`config.mk`:
```
export PLATFORM = sky130hd
export DESIGN_NAME = spi_controller
export DESIGN_NICKNAME = d
export VERILOG_FILES = /design/src/rtl/spi_pkg.sv /design/src/rtl/spi_controller_sck_gen.sv /design/src/rtl/spi_controller.sv
export SDC_FILE = /design/constraint.sdc
export NUM_CORES = 1
export LEC_CHECK = 0
export ABC_AREA = 1
export CORE_MARGIN = 10
export CORE_UTILIZATION = 49
export DETAILED_ROUTE_END_ITERATION = 8
export GPL_TIMING_DRIVEN = 0
export MAX_ROUTING_LAYER = met4
export PLACE_DENSITY_LB_ADDON = 0.2
export SYNTH_ARGS = -nofsm -noshare
export SYNTH_HDL_FRONTEND = slang
export SYNTH_SLANG_ARGS = --single-unit
```
`constraint.sdc`:
```
create_clock -name clk -period 1.3 [get_ports clk]
set_input_delay 0.13 -clock clk [delete_from_list [all_inputs] [get_ports clk]]
set_output_delay 0.13 -clock clk [all_outputs]
set_load 0.02 [all_outputs]
```
`src/rtl/spi_pkg.sv`:
```
// Shared types and helpers for the SPI controller: FSM state encoding and frame edge count.
package spi_pkg;

  typedef enum logic [1:0] {
    IDLE,
    SHIFT,
    HOLD,
    GAP
  } state_t;

  localparam int DEF_LENGTH_TX = 8;
  localparam int DEF_LENGTH_RX = 8;

  // Rising SCK edges per frame: tx bits, one turnaround edge, rx bits.
  function automatic int frame_edges(int length_tx, int length_rx);
    return length_tx + 1 + length_rx;
  endfunction

  localparam int FRAME_EDGES = frame_edges(DEF_LENGTH_TX, DEF_LENGTH_RX);

endpackage

```
`src/rtl/spi_controller_sck_gen.sv`:
```
// SCK generator: half-period divider, SCK toggle, and one-cycle strobes on the clk edge
// where SCK will be driven high (rise) or low (fall).
module spi_sck_gen
  import spi_pkg::*;
#(
  parameter int CLK_DIV = 4
) (
  input  logic clk,
  input  logic rst,
  input  logic en,
  output logic sck,
  output logic rise,
  output logic fall
);

  localparam int CW = (CLK_DIV > 1) ? $clog2(CLK_DIV) : 1;
  localparam logic [CW-1:0] LAST = CW'(CLK_DIV - 1);

  logic [CW-1:0] cnt;
  logic          wrap;

  assign wrap = en && (cnt == LAST);
  assign rise = wrap && !sck;
  assign fall = wrap && sck;

  // Disabling parks SCK low and restarts the divider so each frame begins aligned.
  always_ff @(posedge clk) begin
    if (rst || !en) begin
      cnt <= '0;
      sck <= 1'b0;
    end else if (cnt == LAST) begin
      cnt <= '0;
      sck <= ~sck;
    end else begin
      cnt <= cnt + 1'b1;
    end
  end

endmodule

```
`src/rtl/spi_controller.sv`:
```
// SPI controller: sends LENGTH_TX bits LSB-first, one turnaround SCK cycle, then receives LENGTH_RX bits.
// state | meaning: IDLE wait start | SHIFT clocking SCK | HOLD CS low after last edge | GAP CS high spacing
module spi_controller
  import spi_pkg::*;
#(
  parameter int LENGTH_TX    = 8,
  parameter int LENGTH_RX    = 8,
  parameter int CLK_DIV      = 4,
  parameter int CS_GAP       = 4,
  parameter int LENGTH_COUNT = 5
) (
  input  logic                 clk,
  input  logic                 rst,
  input  logic                 start,
  input  logic [LENGTH_TX-1:0] tx_data,
  output logic                 busy,
  output logic                 done,
  output logic [LENGTH_RX-1:0] rx_data,
  output logic                 SCK,
  output logic                 COPI,
  input  logic                 CIPO,
  output logic                 CS
);

  localparam int FRAME = frame_edges(LENGTH_TX, LENGTH_RX);
  localparam int WW    = $clog2(CLK_DIV + CS_GAP + 1);

  localparam logic [LENGTH_COUNT-1:0] K_TX   = LENGTH_COUNT'(LENGTH_TX);
  localparam logic [LENGTH_COUNT-1:0] K_RX0  = LENGTH_COUNT'(LENGTH_TX + 1);
  localparam logic [LENGTH_COUNT-1:0] K_LAST = LENGTH_COUNT'(FRAME);
  localparam logic [WW-1:0]           HOLD_LAST = WW'(CLK_DIV - 1);
  localparam logic [WW-1:0]           GAP_LAST  = WW'(CS_GAP - 1);

  state_t                  state;
  logic [LENGTH_TX-1:0]    tx_sh;
  logic [LENGTH_RX-1:0]    rx_sh;
  logic [LENGTH_COUNT-1:0] edge_cnt;
  logic [WW-1:0]           wait_cnt;
  logic                    sck_en;
  logic                    rise;
  logic                    fall;

  assign sck_en = (state == SHIFT);

  spi_sck_gen #(
    .CLK_DIV(CLK_DIV)
  ) u_sck_gen (
    .clk (clk),
    .rst (rst),
    .en  (sck_en),
    .sck (SCK),
    .rise(rise),
    .fall(fall)
  );

  always_ff @(posedge clk) begin
    if (rst) begin
      state    <= IDLE;
      CS       <= 1'b1;
      COPI     <= 1'b0;
      busy     <= 1'b0;
      done     <= 1'b0;
      rx_data  <= '0;
      tx_sh    <= '0;
      rx_sh    <= '0;
      edge_cnt <= '0;
      wait_cnt <= '0;
    end else begin
      done <= 1'b0;
      case (state)
        IDLE: begin
          if (start) begin
            tx_sh    <= tx_data;
            COPI     <= tx_data[0];
            CS       <= 1'b0;
            busy     <= 1'b1;
            edge_cnt <= '0;
            state    <= SHIFT;
          end
        end
        SHIFT: begin
          // edge_cnt still holds the previous k here, so k > LENGTH_TX+1 means edge_cnt >= LENGTH_TX+1.
          if (rise) begin
            edge_cnt <= edge_cnt + 1'b1;
            if (edge_cnt >= K_RX0) rx_sh <= {CIPO, rx_sh[LENGTH_RX-1:1]};
          end
          if (fall) begin
            if (edge_cnt < K_TX) begin
              COPI  <= tx_sh[1];
              tx_sh <= tx_sh >> 1;
            end else begin
              COPI <= 1'b0;
            end
            if (edge_cnt == K_LAST) begin
              wait_cnt <= '0;
              state    <= HOLD;
            end
          end
        end
        HOLD: begin
          if (wait_cnt == HOLD_LAST) begin
            CS       <= 1'b1;
            done     <= 1'b1;
            rx_data  <= rx_sh;
            wait_cnt <= '0;
            state    <= GAP;
          end else begin
            wait_cnt <= wait_cnt + 1'b1;
          end
        end
        GAP: begin
          if (wait_cnt == GAP_LAST) begin
            busy     <= 1'b0;
            wait_cnt <= '0;
            state    <= IDLE;
          end else begin
            wait_cnt <= wait_cnt + 1'b1;
          end
        end
        default: state <= IDLE;
      endcase
    end
  end

endmodule

```
# Yosys cells after proc, flatten, opt, wreduce, memory -nomap -nowiden
# Cells that the tools add are included.
[classes] add_sub_neg=3 n_mul=0 bitwise_logic=2 div=0 n_eq_ne=13 n_mux=28 shift=0 order_cmp=2 n_reduce_logical=23
[op_table] cell="8-bit 2-to-1 mux" n=3
[op_table] cell="3-bit AND reduction" n=6
[op_table] cell="8-bit one-hot mux with 2 select lines" n=1
[op_table] cell="2-bit inequality test (second input constant)" n=7
[op_table] cell="4-bit 2-to-1 mux" n=3
[op_table] cell="2-bit 2-to-1 mux" n=5
[op_table] cell="5-bit 2-to-1 mux" n=2
[op_table] cell="5-bit one-hot mux with 2 select lines" n=1
[op_table] cell="1-bit 2-to-1 mux" n=8
[op_table] cell="2-bit one-hot mux with 4 select lines" n=1
[op_table] cell="4-bit one-hot mux with 2 select lines" n=1
[op_table] cell="2-bit nonzero test" n=4
[op_table] cell="2-bit equality test (second input constant)" n=3
[op_table] cell="1-bit one-hot mux with 2 select lines" n=3
[op_table] cell="2-bit OR reduction" n=3
[op_table] cell="5-bit by 1-bit adder with 5-bit output (second input constant)" n=1
[op_table] cell="5-bit equality test (second input constant)" n=1
[op_table] cell="5-bit by 4-bit greater-or-equal comparator with 1-bit output (second input constant)" n=1
[op_table] cell="5-bit by 4-bit less-than comparator with 1-bit output (second input constant)" n=1
[op_table] cell="5-bit AND reduction" n=1
[op_table] cell="4-bit by 1-bit adder with 4-bit output (second input constant)" n=1
[op_table] cell="4-bit by 2-bit equality test with 1-bit output (second input constant)" n=1
[op_table] cell="4-bit AND reduction" n=1
[op_table] cell="1-bit logical AND" n=3
[op_table] cell="other kinds (7)" n=9
[totals] inputBits=12 rom_bits=0 latchBits=0 output_inout_bits=13 reg_bits=42 n_memories=0 wordCells=83 mem_bits_rw=0

# Logic depth before layout (Yosys ltp)
# Gate-level depths: netlist of the first run.
[depth] word_depth=5 depth_mapped=11 ltp_nobuf=10

# By module
# Synthesis of the first run repeated with hierarchy kept, for this count alone.
[hier_totals] cells_unflattened=280 hier_area_um2=1950.6
[by_module_without_submodules] mod="spi_controller" seq_area_each_um2=760.7 cells_per_inst=263 area_per_inst_um2=1815.5 n_inst=1
[by_module_without_submodules] mod="spi_sck_gen" seq_area_each_um2=60.1 cells_per_inst=17 area_per_inst_um2=135.1 n_inst=1

# Worst setup path after synthesis of the first run
# OpenSTA, ideal clock, no wires.
[synth_path] path_kind="flip-flop to flip-flop" from="reg state[1]" to="reg tx_sh[1]" stages_incl_launch_ff=10 synth_period_minus_slack_ps=1352 setup_ps=116 setup_slack_ps=-52 path_buffers=1 arrival_ps=1237 required_time_ps=1184 cell_sequence="dfxtp_1 > inv_1 > ha_1 > buf_4 > nand2_1 > nand2_1 > nor2_4 > inv_2 > nor2_1 > nor2_1"
[synth_between] elab_chain_len=5 word_cells_on_any_way=10 cone_classes="4 x eq/ne; 1 x mux; 5 x reduce/logical"
[synth_lines] item="from (decl)" line_no="spi_controller.sv:34" rtl="state_t state;"
[synth_lines] item="from (signal assigned)" line_no="spi_controller.sv:58" rtl="state <= IDLE;"
[synth_lines] item="from (signal assigned)" line_no="spi_controller.sv:78" rtl="state <= SHIFT;"
[synth_lines] item="from (signal assigned)" line_no="spi_controller.sv:96" rtl="state <= HOLD;"
[synth_lines] item="2-bit by 1-bit equality test with 1-bit output" line_no="spi_controller.sv:43, spi_controller.sv:70"
[synth_lines] item="1-bit logical AND" line_no="spi_controller_sck_gen.sv:22" rtl="assign wrap = en && (cnt == LAST);"
[synth_lines] item="1-bit logical AND" line_no="spi_controller_sck_gen.sv:24" rtl="assign fall = wrap && sck;"
[synth_lines] item="2-bit inequality test (no line)"
[synth_lines] item="4-bit AND reduction (no line)"
[synth_lines] item="to (signal assigned)" line_no="spi_controller.sv:73" rtl="tx_sh <= tx_data;"
[synth_lines] item="to (signal assigned)" line_no="spi_controller.sv:90" rtl="tx_sh <= tx_sh >> 1;"
[synth_lines] item="to (decl)" line_no="spi_controller.sv:35" rtl="logic [LENGTH_TX-1:0] tx_sh;"
# Several ways; a longest one is shown, not always the timed one.
# A chain may end at the register's enable or synchronous reset.

# Worst setup path in the final report of the first run
[layout_path] from="reg state[1]" to="reg tx_sh[2]"
# Same word-level chain as after synthesis.

==> impl_metrics.py, run 1 <==
metrics = {
    "cells_and_area": {
        "register_area_um2": 833,
        "syn2layout_area_growth_pct": 38.9,
        "instances_no_fill": 369,
        "final.fill_count": 307,
        "fin_nets": 339,
        "n_antenna_cell": 0,
        "final_common_cell": "nor2_1",
        "multi_input_area_um2": 1260,
        "drive_gt1_share_pct": 31.7,
        "layout_common_cells": "nor2_1 (52), nand2_1 (42), dfxtp_1 (33)",
    },
    "clocking": {
        "root_buffer": "clkbuf_8",
        "clk_pin_slew_ps": 80,
        "cts.sinks": 41,
        "htreeDepth": 2,
        "cts_hold_buf": 0,
        "cts_tree": "done",
        "clkLatencyLatePin_ps": 300,
        "clk_path_buf_depth": 2,
        "cts_buffers": 5,
    },
    "synth": {
        "synthAdderAreaFrac_pct": 5.67,
        "muxShareOfSynthArea_pct": 0,
        "synth_compound_area_share_pct": 11.2,
        "synth_top_family_by_area": "simple AND/OR/NAND/NOR gates",
        "synth.distinct_cells": 30,
        "synth_xor_area_share_pct": 0.441,
        "synth_cells": 275,
        "synthSimpleGateAreaFrac_pct": 32.8,
        "synth.net_count": 296,
        "yosysTopAreaCellShare_pct": 41.4,
        "synth_area_per_cell_um2": 7.22,
        "synth_area_um2": 1980,
        "ys.warnings.count": 0,
        "synth_seq_cells": 41,
        "post-synth-top-area-cell": "dfxtp_1",
        "synth-seq-area-share_pct": 41.4,
        "netlist_top_cells_area": "dfxtp_1 (41%), nor2_1 (12%), nand2_1 (9.5%), o21ai_0 (6.6%), ha_1 (5.7%)",
    },
    "timing": {
        "finalMaxSlewViolations": 0,
        "fin_setup_tns_ps": -673,
        "fin_crit_ps": 1370,
        "skew_ps": 3.80,
        "max_slew_margin_pct": 82.4,
        "tightest_slew_ps": 261,
        "hold_viol": 0,
        "period_share_pct": 105,
        "setup_ws_ps": -69.3,
        "max_freq_mhz": 730,
        "rsz0062_at_grt": "yes",
        "finalSetupViolations": 18,
    },
    "pwr": {
        "power.leakage_nw": 1.26,
        "ir_worst_vdd_mv": 1.25,
        "power-per-cell-area_nw_per_um2": 1900,
    },
    "run_status": {
        "violations": "setup timing",
        "status": "finished with violations",
    },
    "job": {
        "max_cap_violations": 0,
    },
    "worst_setup_path": {
        "critPathRequiredTime_ps": 1540,
        "endpoint_kind": "register",
        "critPathLaunchType": "register",
        "critPathMaxFanout": 6,
        "crit_chain": "inv_4 > ha_4 > inv_4 > nand2_4 > nand2_8 > nor2_4 > buf_4 > o21ai_0 > nor2_1",
        "crit_path_top_delay_cell": "dfxtp_2",
        "path_common_cell": "inv_4",
        "cpPeakStageDelay_ps": 350,
        "worstSetupPathType": "reg -> reg",
        "crit_arrival_ps": 1610,
    },
    "die": {
        "die_y_um": 83.6,
        "rows": 23,
        "io_pins": 25,
        "dieArea_um2": 7000,
        "core_um2": 3970,
        "initial_core_util_pct": 50.0,
        "die_x_um": 83.6,
    },
    "placed_design": {
        "io_buffers": 23,
        "dp_cells": 348,
        "pre_cts_ws_ps": -183,
        "hpwl_um": 3110,
        "place_congestion": 0.805,
    },
    "route": {
        "ant_nets": 0,
        "route.vias.total": 1862,
        "drt-initial-drc-count": 93,
        "post-route-drc-count": 0,
        "drt-pass1-iter-count": 4,
        "vias_per_cell": 5.05,
        "wl_per_cell_um": 13.2,
        "routed_wl_um": 4880,
    },
    "global_route": {
        "grt_pass1_vias": 1783,
        "grt_first_pass_wirelength_um": 8020,
        "overflow": 0,
        "grt_util_all_layers_pct": 13.8,
        "grt_max_degree": 14,
        "antenna_found_initial": 0,
    },
    "min_path": {
        "hold_class": "in -> reg",
    },
}
[kinds of logic after synthesis]
group                      Yosys count
and+or+nand+nor                    146
AOI/OAI and AO/OA                   42
DFF                                 41
buffers and inverters               36
adders and majority gates            9
xor gates and xnor gates             1
[per-stage QoR]
stage,util (%),hold WS [ps],power (W),area [um2]
floorplan,-,295,0.00308,1990
global placement,57.6,416,0.00346,2290
detailed placement,57.6,433,0.00348,2290
CTS,64.7,126,0.00480,2570
global route,69.4,150,0.00561,2760
finish,69.4,141,0.00525,2760
[worst paths after layout]
kind	startpoint	end	depth (start not counted)	slack, ps
min reg2reg	u_sck_gen.cnt[0]$_SDFF_PP0_	u_sck_gen.cnt[0]$_SDFF_PP0_	1	430
max	state[1]$_SDFFE_PP0P_	tx_sh[2]$_SDFFE_PP0P_	9	-70
max reg2reg	state[1]$_SDFFE_PP0P_	tx_sh[2]$_SDFFE_PP0P_	9	-70
min	rst	wait_cnt[1]$_SDFFE_PP0P_	2	140
[power by group]
part	internal (W)	total, W	switching, W
Combinational	0.00118	0.00278	0.00160
Sequential	0.00147	0.00163	0.000153
Clock	0.000378	0.000839	0.000461
[sequential cells by signal, summed over array words and instances (netlist names)]
register,flops
u_sck_gen.cnt,2
u_sck_gen.sck,1
rx_data,8
busy,1
CS,1
rx_sh,8
state,2
tx_sh,7
COPI,1
edge_cnt,5
wait_cnt,4
done,1
[timing repair]
item | in CTS | in global routing
pin swaps | 16 | 18
setup buffers | 9 | 4
endpoints found under the setup margin | 51 | 36
cloned | 1 | 0
gates resized for setup | 50 | 53
[worst max-delay path: cells and delay by family (launching register included)]
kind / cells / cell delay (ps)
AO/OA/AOI/OAI: 1 / 60
adder cells (fa/ha/maj): 1 / 210
buffers and inverters: 3 / 290
AND/OR/NAND/NOR: 4 / 390
flip-flops: 1 / 350
[metal layers]
layer / vias up / global-route usage (%) / part of all wire, %
li1: 960 / - / -
met1: 852 / 15.4 / 45
met2: 40 / 21.7 / 49
met3: 10 / 4.79 / 4.1
met4: 0 / 5.94 / 1.8
met5: - / - / 0
[area by class of cell]
| cell class | count | area share [%] |
|---|---|---|
| Sequential cell | 41 | 30.2 |
| Timing Repair Buffer | 36 | 12.2 |
| Buffer | 6 | 1.63 |
| Clock inverter | 2 | 0.545 |
| Multi-Input combinational cell | 199 | 45.8 |
| Tap cell | 50 | 2.27 |
| Inverter | 29 | 4.77 |
| Clock buffer | 6 | 2.63 |
[synthesized netlist by cell type (all sizes together)]
cell and n:
buf 7, nand2 58, nor3b 1, o21bai 1
nor3 2, a21oi 10, inv 28, nor2 67
o31ai 1, o21ai 28, nand3 12, nand4 5
ha 9, xor2 1, dfxtp 41, o211ai 1
clkinv 1, nand3b 1, a31oi 1
(Power assumes the default switching activity.)
==> inputs of run 2 (changes only) <==
- TNS_END_PERCENT: unset -> 100
==> results of run 2 <==
The final DEF is identical to that of run 1; final timing and power are the same.
